**src/rtl/ula_pkg.sv**
```systemverilog
// Shared constants for the ALU control sequencer: select codes, ula_op
// encodings, funct7 patterns and the sequencer state type.
package ula_pkg;

  // Width of the raw select code produced by the decoder
  localparam int CODE_W = 5;

  // Single-cycle ALU select codes
  localparam logic [4:0] ULA_ADD    = 5'd0;
  localparam logic [4:0] ULA_SUB    = 5'd1;
  localparam logic [4:0] ULA_SLL    = 5'd2;
  localparam logic [4:0] ULA_SLT    = 5'd3;
  localparam logic [4:0] ULA_SLTU   = 5'd4;
  localparam logic [4:0] ULA_XOR    = 5'd5;
  localparam logic [4:0] ULA_SRL    = 5'd6;
  localparam logic [4:0] ULA_SRA    = 5'd7;
  localparam logic [4:0] ULA_OR     = 5'd8;
  localparam logic [4:0] ULA_AND    = 5'd9;

  // Multi-cycle mul/div select codes (MUL + funct3)
  localparam logic [4:0] ULA_MUL    = 5'd16;
  localparam logic [4:0] ULA_MULH   = 5'd17;
  localparam logic [4:0] ULA_MULHSU = 5'd18;
  localparam logic [4:0] ULA_MULHU  = 5'd19;
  localparam logic [4:0] ULA_DIV    = 5'd20;
  localparam logic [4:0] ULA_DIVU   = 5'd21;
  localparam logic [4:0] ULA_REM    = 5'd22;
  localparam logic [4:0] ULA_REMU   = 5'd23;

  // ula_op encodings from the main control unit
  localparam logic [1:0] OP_ADD    = 2'b00;
  localparam logic [1:0] OP_ITYPE  = 2'b01;
  localparam logic [1:0] OP_RTYPE  = 2'b10;
  localparam logic [1:0] OP_BRANCH = 2'b11;

  // funct7 patterns
  localparam logic [6:0] F7_BASE   = 7'b0000000;
  localparam logic [6:0] F7_ALT    = 7'b0100000;
  localparam logic [6:0] F7_MULDIV = 7'b0000001;

  typedef enum logic {
    ST_IDLE  = 1'b0,
    ST_MULTI = 1'b1
  } state_t;

  // funct3 -> base ALU op, with 101 meaning the logical right shift
  function automatic logic [4:0] base_code(input logic [2:0] f3);
    logic [4:0] c;
    c = ULA_ADD;
    case (f3)
      3'b000:  c = ULA_ADD;
      3'b001:  c = ULA_SLL;
      3'b010:  c = ULA_SLT;
      3'b011:  c = ULA_SLTU;
      3'b100:  c = ULA_XOR;
      3'b101:  c = ULA_SRL;
      3'b110:  c = ULA_OR;
      default: c = ULA_AND;
    endcase
    return c;
  endfunction

endpackage

```
**src/rtl/ula_decode.sv**
```systemverilog
// Combinational decoder: {funct7,funct3} and ula_op -> select code plus
// flags telling the sequencer whether the op is multi-cycle, a divide,
// or an undecodable encoding.
module ula_decode
  import ula_pkg::*;
#(
  parameter int ENABLE_M = 1
) (
  input  logic [9:0]        i_inst,
  input  logic [1:0]        i_ula_op,
  output logic [CODE_W-1:0] o_code,
  output logic              o_is_multi,
  output logic              o_is_div,
  output logic              o_illegal
);

  logic [6:0] w_f7;
  logic [2:0] w_f3;

  assign w_f7 = i_inst[9:3];
  assign w_f3 = i_inst[2:0];

  // Decode table; code is don't-care whenever illegal is raised
  always_comb begin
    o_code     = ULA_ADD;
    o_is_multi = 1'b0;
    o_is_div   = 1'b0;
    o_illegal  = 1'b0;
    case (i_ula_op)
      OP_ADD: begin
        o_code = ULA_ADD;
      end
      OP_ITYPE: begin
        o_code = base_code(w_f3);
        if (w_f3 == 3'b001) begin
          o_illegal = (w_f7 != F7_BASE);
        end else if (w_f3 == 3'b101) begin
          // Shift immediates carry the arithmetic flag in funct7[5]
          o_code    = i_inst[8] ? ULA_SRA : ULA_SRL;
          o_illegal = !((w_f7 == F7_BASE) || (w_f7 == F7_ALT));
        end
      end
      OP_RTYPE: begin
        if (w_f7 == F7_BASE) begin
          o_code = base_code(w_f3);
        end else if (w_f7 == F7_ALT) begin
          if (w_f3 == 3'b000) begin
            o_code = ULA_SUB;
          end else if (w_f3 == 3'b101) begin
            o_code = ULA_SRA;
          end else begin
            o_illegal = 1'b1;
          end
        end else if (w_f7 == F7_MULDIV) begin
          o_code = ULA_MUL + {2'b00, w_f3};
          if (ENABLE_M != 0) begin
            o_is_multi = 1'b1;
            o_is_div   = w_f3[2];
          end else begin
            o_illegal = 1'b1;
          end
        end else begin
          o_illegal = 1'b1;
        end
      end
      default: begin
        // Branch compares: equality via SUB, signed/unsigned via SLT/SLTU
        case (w_f3[2:1])
          2'b00:   o_code = ULA_SUB;
          2'b10:   o_code = ULA_SLT;
          2'b11:   o_code = ULA_SLTU;
          default: o_illegal = 1'b1;
        endcase
      end
    endcase
  end

endmodule

```
**src/rtl/ula_control_seq.sv**
```systemverilog
// Registered ALU control with a busy/done sequencer for multi-cycle
// mul/div ops. Single-cycle ops produce a sel_valid pulse one cycle after
// acceptance; mul/div ops hold busy for exactly MUL_CYCLES/DIV_CYCLES
// cycles and pulse done on the last one.
module ula_control_seq
  import ula_pkg::*;
#(
  parameter int SEL_W      = 5,
  parameter int MUL_CYCLES = 4,
  parameter int DIV_CYCLES = 32,
  parameter int ENABLE_M   = 1
) (
  input  logic             clk,
  input  logic             rst,
  input  logic             valid_in,
  output logic             ready_out,
  input  logic [9:0]       inst,
  input  logic [1:0]       ula_op,
  input  logic             flush,
  output logic [SEL_W-1:0] ula_select,
  output logic             sel_valid,
  output logic             busy,
  output logic             done,
  output logic             illegal
);

  localparam int CNT_MAX = (MUL_CYCLES > DIV_CYCLES) ? MUL_CYCLES : DIV_CYCLES;
  localparam int CNT_W   = ($clog2(CNT_MAX) < 1) ? 1 : $clog2(CNT_MAX);

  state_t           r_state, w_state_next;
  logic [CNT_W-1:0] r_cnt, w_cnt_next, w_cnt_load;
  logic [SEL_W-1:0] r_sel, w_sel_next, w_code_ext;
  logic             r_sel_valid, w_sel_valid_next;
  logic             r_busy, w_busy_next;
  logic             r_done, w_done_next;
  logic             r_illegal, w_illegal_next;

  logic [CODE_W-1:0] w_code;
  logic              w_is_multi;
  logic              w_is_div;
  logic              w_dec_illegal;
  logic              w_accept;

  ula_decode #(
    .ENABLE_M (ENABLE_M)
  ) u_decode (
    .i_inst     (inst),
    .i_ula_op   (ula_op),
    .o_code     (w_code),
    .o_is_multi (w_is_multi),
    .o_is_div   (w_is_div),
    .o_illegal  (w_dec_illegal)
  );

  assign w_code_ext = SEL_W'(w_code);
  assign w_cnt_load = w_is_div ? CNT_W'(DIV_CYCLES - 1) : CNT_W'(MUL_CYCLES - 1);
  assign w_accept   = valid_in & ~r_busy & ~flush;

  // Next-state and next-output logic; pulses default low every cycle
  always_comb begin
    w_state_next     = r_state;
    w_cnt_next       = r_cnt;
    w_sel_next       = r_sel;
    w_sel_valid_next = 1'b0;
    w_busy_next      = r_busy;
    w_done_next      = 1'b0;
    w_illegal_next   = 1'b0;
    case (r_state)
      ST_IDLE: begin
        w_busy_next = 1'b0;
        if (w_accept) begin
          if (w_dec_illegal) begin
            w_illegal_next = 1'b1;
          end else if (w_is_multi) begin
            w_sel_next   = w_code_ext;
            w_busy_next  = 1'b1;
            w_cnt_next   = w_cnt_load;
            // A one-cycle multi op is done in its first busy cycle
            w_done_next  = (w_cnt_load == '0);
            w_state_next = ST_MULTI;
          end else begin
            w_sel_next       = w_code_ext;
            w_sel_valid_next = 1'b1;
          end
        end
      end
      ST_MULTI: begin
        w_busy_next = 1'b1;
        if (flush) begin
          w_state_next = ST_IDLE;
          w_busy_next  = 1'b0;
          w_cnt_next   = '0;
        end else if (r_cnt == '0) begin
          w_state_next = ST_IDLE;
          w_busy_next  = 1'b0;
        end else begin
          w_cnt_next  = r_cnt - CNT_W'(1);
          // done is registered, so raise it when the counter is about to hit 0
          w_done_next = (r_cnt == CNT_W'(1));
        end
      end
      default: begin
        w_state_next = ST_IDLE;
        w_busy_next  = 1'b0;
        w_cnt_next   = '0;
      end
    endcase
  end

  // State, counter and output registers
  always_ff @(posedge clk) begin
    if (rst) begin
      r_state     <= ST_IDLE;
      r_cnt       <= '0;
      r_sel       <= '0;
      r_sel_valid <= 1'b0;
      r_busy      <= 1'b0;
      r_done      <= 1'b0;
      r_illegal   <= 1'b0;
    end else begin
      r_state     <= w_state_next;
      r_cnt       <= w_cnt_next;
      r_sel       <= w_sel_next;
      r_sel_valid <= w_sel_valid_next;
      r_busy      <= w_busy_next;
      r_done      <= w_done_next;
      r_illegal   <= w_illegal_next;
    end
  end

  assign ready_out  = ~r_busy;
  assign ula_select = r_sel;
  assign sel_valid  = r_sel_valid;
  assign busy       = r_busy;
  assign done       = r_done;
  assign illegal    = r_illegal;

endmodule

```
**config.mk**
```make
export PLATFORM = sky130hd
export DESIGN_NAME = ula_control_seq
export DESIGN_NICKNAME = d
export VERILOG_FILES = /design/src/rtl/ula_pkg.sv /design/src/rtl/ula_decode.sv /design/src/rtl/ula_control_seq.sv
export SDC_FILE = /design/constraint.sdc
export NUM_CORES = 1
export LEC_CHECK = 0
export ABC_AREA = 1
export CAP_MARGIN = 20
export CORE_ASPECT_RATIO = 0.6
export CORE_UTILIZATION = 28
export CTS_BUF_LIST = sky130_fd_sc_hd__clkbuf_16
export DETAILED_ROUTE_END_ITERATION = 12
export GPL_ROUTABILITY_DRIVEN = 0
export GPL_TIMING_DRIVEN = 0
export RECOVER_POWER = 50
export SLEW_MARGIN = 20
export SYNTH_ARGS = -nofsm -noshare
export SYNTH_HDL_FRONTEND = slang
export SYNTH_SLANG_ARGS = --single-unit
```
**constraint.sdc**
```tcl
create_clock -name clk -period 1.95 [get_ports clk]
set_input_delay 0.4875 -clock clk [delete_from_list [all_inputs] [get_ports clk]]
set_output_delay 0.4875 -clock clk [all_outputs]
set_load 0.01 [all_outputs]
```
Yosys cells after proc, flatten, opt, wreduce, memory -nomap -nowiden
Index checks and enable logic that the tools add are counted.
{"block": "totals", "reg_bits": 14, "output_inout_bits": 10, "elab_cells": 95}
{"block": "classes", "add_sub_neg": 2, "eq_ne": 17, "mux": 50, "n_bitwise": 6, "reduce_logical": 14}
{"op": "$mux 5", "count": 12}
{"op": "$mux 1", "count": 29}
{"op": "$pmux 4 s7", "count": 1}
{"op": "$pmux 4 s6", "count": 1}
{"op": "$pmux 5 s3", "count": 1}
{"op": "$logic_not 5->1", "count": 2}
{"op": "$pmux 5 s2", "count": 1}
{"op": "$eq 3x3->1 const B", "count": 3}
{"op": "$pmux 3 s3", "count": 1}
{"op": "$eq 7x1->1 const B", "count": 1}
{"op": "$eq 7x6->1 const B", "count": 1}
{"op": "$logic_not 7->1", "count": 1}
{"op": "$reduce_bool 7->1", "count": 1}
{"op": "$eq 2x2->1 const B", "count": 3}
{"op": "$eq 3x2->1 const B", "count": 2}
{"op": "$reduce_or 3->1", "count": 2}
{"op": "$add 5x3->5 const A", "count": 1}
{"op": "$eq 5x1->1 const B", "count": 1}
{"op": "$sub 5x1->5 const B", "count": 1}
{"op": "$logic_not 2->1", "count": 2}
{"op": "$ne 2x1->1 const B", "count": 2}
{"op": "$not 1->1", "count": 4}
{"op": "$pmux 1 s2", "count": 2}
{"op": "$reduce_and 4->1", "count": 1}
{"op": "other kinds (12)", "count": 13}

Depth between registers and ports, before layout
Gate-level depths: netlist of the first run.
{"block": "logic_depth", "ltp_word": 11, "depth_mapped": 13, "depth_no_buf": 13}

Modules after synthesis
Synthesis of the first run repeated with hierarchy kept, for this count alone.
{"block": "hier_totals", "hier_cells": 174, "hier_area_um2": 1068.5}
{"module": "ula_control_seq", "instances": 1, "cells_each": 94, "area_per_inst_um2": 695.7, "seq_area_each_um2": 280.3}
{"module": "ula_decode", "instances": 1, "cells_each": 80, "area_per_inst_um2": 372.9, "seq_area_each_um2": 0.0}

Worst setup path after synthesis of the first run
Ideal clock, no wire load.
{"block": "synth_path", "path_kind": "input to register", "startpoint": "in inst[3]", "endpoint": "reg r_sel[0], in the netlist ula_select[0]", "setup_time_ns": 0.117, "arrival_time_ns": 1.463, "required_ns": 1.833, "slack_ns": 0.369, "cell_stages": 10, "n_path_buf": 0, "cell_sequence": "nor2_1 nand2_2 nor2_4 nand2_2 a21oi_4 nand2_4 nor2_4 inv_2 nor2_1 nor2_1"}
{"block": "synth_between", "elab_chain_cells": 8, "word_cells_on_any_way": 18, "cone_classes": "eq/ne (2); mux (10); bitwise (1); reduce/logical (5)"}
{"item": "from (decl)", "line": "ula_control_seq.sv:17", "rtl": "input logic [9:0] inst,"}
{"item": "$eq 7x6->1 / $logic_not 7->1 (equally long branches)", "line": "ula_decode.sv:40, ula_decode.sv:46, ula_decode.sv:44"}
{"item": "$logic_or 1x1->1", "line": "ula_decode.sv:40", "rtl": "o_illegal = !((w_f7 == F7_BASE) || (w_f7 == F7_ALT));"}
{"item": "$logic_not 1->1", "line": "ula_decode.sv:40"}
{"item": "$mux 1", "line": "ula_decode.sv:37", "rtl": "end else if (w_f3 == 3'b101) begin"}
{"item": "$mux 1", "line": "ula_decode.sv:35", "rtl": "if (w_f3 == 3'b001) begin"}
{"item": "$pmux 1 s3", "line": "ula_decode.sv:29", "rtl": "case (i_ula_op)"}
{"item": "$not 1->1 (no line)"}
{"item": "$reduce_and 3->1 (no line)"}
{"item": "to (signal assigned)", "line": "ula_control_seq.sv:123", "rtl": "r_sel <= w_sel_next;"}
{"item": "to (decl)", "line": "ula_control_seq.sv:32", "rtl": "logic [SEL_W-1:0] r_sel, w_sel_next, w_code_ext;"}
Parallel ways exist; a longest one is shown, timed or not.
A chain may end at the register's enable or synchronous reset.

Worst setup path in the final report of the first run
{"block": "layout_path", "startpoint": "reg r_busy, in the netlist busy", "endpoint": "out ready_out"}
{"block": "layout_between", "elab_chain_cells": 1}
{"item": "from (decl)", "line": "ula_control_seq.sv:34", "rtl": "logic r_busy, w_busy_next;"}
{"item": "from (signal assigned)", "line": "ula_control_seq.sv:125", "rtl": "r_busy <= w_busy_next;"}
{"item": "$not 1->1 (no line)"}
{"item": "to (decl)", "line": "ula_control_seq.sv:16", "rtl": "output logic ready_out,"}
Every way passes these cells.

==> results.py, run 1 <==
metrics = {
    "outcome": {
        "status": "finished, final reports clean",
    },
    "placement": {
        "hpwl_um": 1980,
        "io_buffers": 25,
        "place_ws_ns": -0.255,
        "place_area_um2": 1370,
    },
    "synth": {
        "ys.flop_type": "dfxtp_1",
        "synth_seq_cells": 14,
        "synth_top_area_cell": "dfxtp_1",
        "synth_top_area_share_pct": 26.4,
        "syn_area_per_cell_um2": 6.25,
        "yosys-top-cells-count": "43 x nand2_1, 26 x inv_1, 23 x nor2_1",
        "synthCells": 170,
        "synth.distinct_cells": 24,
        "async_reset_ff_share_pct": 0,
        "synth.top_cells.by_area": "dfxtp_1 26%, nand2_1 15%, inv_1 9.2%",
        "yosysSeqAreaShare_pct": 26.4,
        "yosysMostFrequentCell": "nand2_1",
        "yosysWarnings": 0,
        "syn_nets": 189,
        "synth_area_um2": 1060,
        "synth_edf_count": 0,
    },
    "floorplanning": {
        "dieArea_um2": 4050,
        "design.portCount": 26,
        "coreArea_um2": 3440,
        "die_x_um": 81.5,
        "fp-row-count": 16,
        "initial_core_util_pct": 30.9,
        "die_y_um": 49.7,
    },
    "timing": {
        "slew_viol_final": 0,
        "fin_skew_ns": 0.000769,
        "slew_headroom_pct": 66.3,
        "finalHoldViolations": 0,
        "worst_slack_ns": 0.0655,
        "tightest_slew_ns": 0.501,
        "min_period_over_period_pct": 96.6,
        "setup_viol": 0,
        "rsz0062_at_grt": "no",
        "max_freq_mhz": 531,
        "fin_crit_ns": 1.88,
    },
    "grt": {
        "grtUsageTotal_pct": 14.6,
        "grt_pass1_wl_um": 4390,
        "antenna_found_initial": 0,
        "grt_pass1_vias": 946,
        "gr-total-overflow": 0,
        "grt_max_degree": 11,
    },
    "worst_setup_path": {
        "r2r_slack_ns": 0.44,
        "crit_path_end_kind": "output pin",
        "critPathRequiredTime_ns": 1.46,
        "cp-endpoint": "ready_out",
        "rr_worst_depth": 9,
        "critPathKind": "reg -> out",
        "arrival_ns": 1.40,
        "cp-start-kind": "flop",
        "cp-startpoint": "busy",
        "r2r_start": "r_cnt[0]",
        "r2r_end": "r_cnt[0]",
        "cp_max_fo": 9,
    },
    "run": {
        "drv_cap": 0,
    },
    "power": {
        "peakVddDrop_uv": 225,
        "powerDensity_nw_per_um2": 526,
        "p_leak_nw": 0.805,
        "finalPower_w": 0.000800,
    },
    "cells_and_area": {
        "fill_cells": 364,
        "drive_above_1_share_pct": 17.4,
        "diodes": 0,
        "nets": 222,
        "regArea_um2": 280,
        "finalInstanceArea_um2": 1520,
        "multi_input_comb_area_um2": 696,
        "syn_to_final_growth_pct": 43.1,
    },
    "detailed_routing": {
        "num_vias": 1092,
        "vias_per_cell": 4.44,
        "routedWlPerCell_um": 10.7,
        "drtAntennaViolNets": 0,
        "routed_wl_um": 2640,
        "drc": 0,
        "dr.pass1.iters": 4,
        "drt_iter0_drc": 64,
    },
    "min_path": {
        "holdCritPathClass": "reg -> reg",
    },
    "clock_network": {
        "cts_tree": "yes",
        "cts_max_level": 1,
        "cts_root_buf": "clkbuf_16",
        "clockBufferDepth": 2,
        "cts.sinks": 14,
        "clk_pin_slew_ns": 0.04,
        "cts_made_buffers": 3,
        "clock_latency_ns": 0.24,
        "hold_buffers": 0,
    },
}
[per-stage QoR]
step	std cells	hold slack, ns	util, %	setup TNS (ns)
after floorplan	170	0.477	-	0
after global placement	240	0.466	39.8	-2.50
final	246	0.470	44.1	0
after CTS	243	0.472	42.1	0
after detailed placement	240	0.458	39.8	-2.28
after global routing	246	0.484	44.1	0
[sequential cells by signal (all words and copies together), names as in the netlist]
signal / cells
illegal: 1
done: 1
sel_valid: 1
r_cnt: 5
busy: 1
ula_select: 5
[metal layers]
| metal | vias up | GRT usage, % | share of wire (%) |
|---|---|---|---|
| li1 | 605 | - | - |
| met1 | 464 | 22.7 | 55 |
| met2 | 21 | 18.2 | 39 |
| met3 | 2 | 5.00 | 5.6 |
| met4 | 0 | 3.57 | 0.27 |
| met5 | - | 0 | 0 |
[cells by family after synthesis]
group / count (synthesis) / share of synthesized area (%)
and+or+nand+nor: 98 / 44.8
buffers and inverters: 29 / 10.2
AOI/OAI and AO/OA: 26 / 15.1
DFF: 14 / 26.4
adders and majority gates: 3 / 3.53
[report_power, final]
group / internal (W) / total (W) / switching, W
combinational: 0.0000578 / 0.000129 / 0.0000708
sequential: 0.000293 / 0.000295 / 0.00000226
clock: 0.000267 / 0.000376 / 0.000109
total: 0.000618 / 0.000800 / 0.000182
[cells in the final DEF, fill, tap and decap left out, types with 3 or more instances in the layout]
master,Yosys,routed
clkbuf_16,0,3
inv_1,26,23
dlygate4sd3_1,0,9
buf_4,0,3
clkdlybuf4s50_1,0,4
nor2_4,5,6
o21ai_0,11,10
a21oi_1,8,8
nor3_1,3,3
dfxtp_1,14,14
inv_2,1,4
nand2_2,6,8
dlymetal6s2s_1,0,12
nand2_1,43,41
nor2_2,3,5
o211ai_1,4,4
nand3_1,9,8
nor2_1,23,20
ha_1,3,3
[final cells by class]
class	instances	share of cell area, %
tap	45	3.70
timing repair buffer	28	19.9
clock buffer	3	4.94
multi-input combinational	127	45.8
inverter	29	7.24
sequential	14	18.4
[critical path: stages (launching register included)]
cell	delay, ns
dfxtp_1	0.43
clkinv_2	0.20
clkdlybuf4s50_1	0.53
[worst min path at each step]
| stage | start | endpoint | slack (ns) | depth (start not counted) |
|---|---|---|---|---|
| 4_1_cts | ula_select[3] | ula_select[3] | 0.47 | 2 |
| 5_1_grt | ula_select[3] | ula_select[3] | 0.48 | 2 |
| 6_report | ula_select[3] | ula_select[3] | 0.47 | 2 |
| 2_1_floorplan | ula_select[4] | ula_select[4] | 0.48 | 2 |
| 3_5_place_dp | ula_select[3] | ula_select[3] | 0.46 | 2 |
| 3_3_place_gp | ula_select[4] | ula_select[4] | 0.47 | 2 |
[repair_timing]
action | 4_1_cts | 5_1_grt
pin swaps | 0 | 7
setup endpoints to repair | 4 | 11
gates resized for setup | 2 | 22
hold endpoints to repair | 0 | 0
setup buffers | 0 | 3
Power figures use the tool's default switching activity.
==> run 2, diff against run 1 <==
ABC_AREA = unset   (was 1)
==> run 2 against run 1 <==
Compared with the run above:
- the flow now finishes with violations (setup timing)
- total power rose by 7.4%
- combinational power rose by 47%
- flip-flop and latch count did not move
- clock-buffer cell count did not move
- global-route usage rose by 2.3 points
- register-to-register slack got worse by 0.33 ns
- clock skew barely moved
- largest power group unchanged
==> results.py, run 2 <==
metrics = {
    "outcome": {
        "status": "finished with violations",
        "violations": "setup timing",
    },
    "worst_setup_path": {
        "critPathKind": "in -> reg",
        "cp_max_fo": 5,
        "crit_path_end_kind": "flop",
        "arrival_ns": 2.14,
        "critPathRequiredTime_ns": 2.12,
        "cp-start-kind": "input port",
    },
    "detailed_routing": {
        "routed-wl-met3_um": 228,
        "drtAntennaViolNets": 0,
        "routed.top_layer": "met4",
        "wl_met1_um": 1610,
        "routed_wl_um": 3270,
        "drc": 0,
        "num_vias": 1213,
        "drt_iter0_drc": 88,
        "vias_per_cell": 5.67,
        "routedWlPerCell_um": 15.3,
        "wl_met2_um": 1400,
        "dr.pass1.iters": 4,
    },
    "timing": {
        "fin_skew_ns": 0.00116,
        "tightest_slew_ns": 0.506,
        "slew_headroom_pct": 66.3,
        "worst_slack_ns": -0.0143,
        "slew_viol_final": 0,
        "rsz0062_at_grt": "yes",
        "setup_viol": 1,
        "fin_crit_ns": 1.96,
        "min_period_over_period_pct": 101,
        "finalHoldViolations": 0,
        "max_freq_mhz": 509,
    },
    "cells_and_area": {
        "final_cell_mix": "14 x dfxtp_1, 13 x a21oi_1, 12 x buf_4",
        "final_util_pct": 46.3,
        "nets": 190,
        "finalInstanceArea_um2": 1570,
        "final_common_cell": "dfxtp_1",
        "diodes": 0,
        "drive_above_1_share_pct": 26.6,
        "fill_cells": 323,
        "syn_to_final_growth_pct": 51.4,
    },
    "grt": {
        "grtUsageTotal_pct": 16.9,
        "antenna_found_initial": 0,
        "grt_pass1_vias": 1089,
        "grt_pass1_wl_um": 5270,
        "grt_max_degree": 11,
        "gr-total-overflow": 0,
    },
    "synth": {
        "synth-simple-area-share_pct": 31.2,
        "synth_edf_count": 0,
        "synthAdderAreaFrac_pct": 3.63,
        "ys.flop_type": "dfxtp_1",
        "synth_top_area_cell": "dfxtp_1",
        "yosysWarnings": 0,
        "async_reset_ff_share_pct": 0,
        "synth-compound-area-share_pct": 30.5,
        "synthCells": 132,
        "synth.distinct_cells": 50,
        "synthXorXnorAreaFrac_pct": 0.846,
        "synth_top_area_share_pct": 27.1,
        "syn_nets": 151,
        "synth_top_family_by_area": "simple AND/OR/NAND/NOR gates",
        "syn_area_per_cell_um2": 7.84,
        "yosysMostFrequentCell": "a21oi_1",
        "synth_seq_cells": 14,
        "yosysSeqAreaShare_pct": 27.1,
        "synth.top_cells.by_area": "dfxtp_1 27%, a21oi_1 7.7%, ha_1 3.6%",
        "muxShareOfSynthArea_pct": 0,
        "synth_area_um2": 1030,
        "yosys-top-cells-count": "16 x a21oi_1, 14 x dfxtp_1, 9 x nand2_1",
    },
    "placement": {
        "place_area_um2": 1370,
        "hpwl_um": 2300,
        "io_buffers": 25,
    },
    "clock_network": {
        "cts_made_buffers": 3,
        "cts_tree": "yes",
        "cts_max_level": 1,
        "cts.sinks": 14,
        "clk_pin_slew_ns": 0.04,
        "clockBufferDepth": 2,
        "clock_latency_ns": 0.24,
        "cts_root_buf": "clkbuf_16",
    },
    "floorplanning": {
        "design.portCount": 26,
        "fp-row-count": 16,
        "dieArea_um2": 3950,
        "die_x_um": 80.5,
        "die_y_um": 49.1,
        "initial_core_util_pct": 30.6,
        "coreArea_um2": 3380,
    },
    "power": {
        "p_leak_nw": 0.593,
        "powerDensity_nw_per_um2": 548,
        "peakVddDrop_uv": 308,
        "finalPower_w": 0.000859,
    },
    "run": {
        "drv_cap": 0,
    },
    "min_path": {
        "holdCritPathClass": "reg -> reg",
    },
}
-- run 2: cell type report --
class / count / area (µm²) / share of cell area (%)
tap: 45 / 56.3 / 3.59
sequential: 14 / 280 / 17.9
inverter: 8 / 30.0 / 1.92
timing repair buffer: 38 / 330 / 21.1
buffer: 6 / 41.3 / 2.64
clock buffer: 3 / 75.1 / 4.79
multi-input combinational: 100 / 753 / 48.1
-- run 2: worst paths after layout --
| kind | depth (start not counted) | slack, ns | to | from |
|---|---|---|---|---|
| hold reg to reg | 2 | 0.51 | ula_select[4] | ula_select[4] |
| setup / recovery | 6 | -0.01 | ula_select[3] | inst[6] |
| setup reg to reg | 7 | 0.11 | r_cnt[2] | r_cnt[0] |
| hold / removal | 2 | 0.51 | ula_select[4] | ula_select[4] |
-- run 2: routing by layer --
metal  GRT usage (%)  up-vias
li1                -      578
met1            26.0      574
met2            24.9       57
met3            2.43        4
met4            2.38        0
met5               0        -
-- run 2: stage by stage --
stage / setup WS, ns / TNS (ns) / instances / hold WS (ns)
floorplan: -0.0924 / -0.0924 / 132 / 0.473
global placement: -0.654 / -6.08 / 202 / 0.475
detailed placement: -0.672 / -6.67 / 202 / 0.497
CTS: -0.0181 / -0.0181 / 214 / 0.501
global route: -0.0765 / -0.162 / 214 / 0.530
finish: -0.0143 / -0.0143 / 214 / 0.507
-- run 2: cells by family (layout without fill, tap and decap cells) --
| kind of cell | after synthesis | count (layout) |
|---|---|---|
| AND/OR/NAND/NOR | 50 | 50 |
| AO/OA/AOI/OAI | 46 | 46 |
| buffers and inverters | 18 | 55 |
| flip-flops | 14 | 14 |
| adder cells (fa/ha/maj) | 3 | 3 |
| XOR/XNOR | 1 | 1 |
-- run 2: what timing repair did --
item / 4_1_cts / 5_1_grt
pin swaps: 7 / 11
setup buffers: 10 / 3
endpoints found under the setup margin: 13 / 9
hold buffers: 0 / 0
resized for setup: 35 / 23
-- run 2: worst max-delay path: stages --
cell and delay [ns]:
buf_6 0.09, or4_4 0.58, o22ai_4 0.20, nand4_4 0.13, or4_4 0.53, a21oi_2 0.12
-- run 2: power breakdown --
| part | leakage, nW | internal (W) | switching [W] |
|---|---|---|---|
| Combinational | 0.443 | 0.0000936 | 0.0000951 |
| Sequential | 0.113 | 0.000293 | 0.00000287 |
| Clock | 0.0370 | 0.000267 | 0.000107 |
| Total | 0.593 | 0.000654 | 0.000205 |
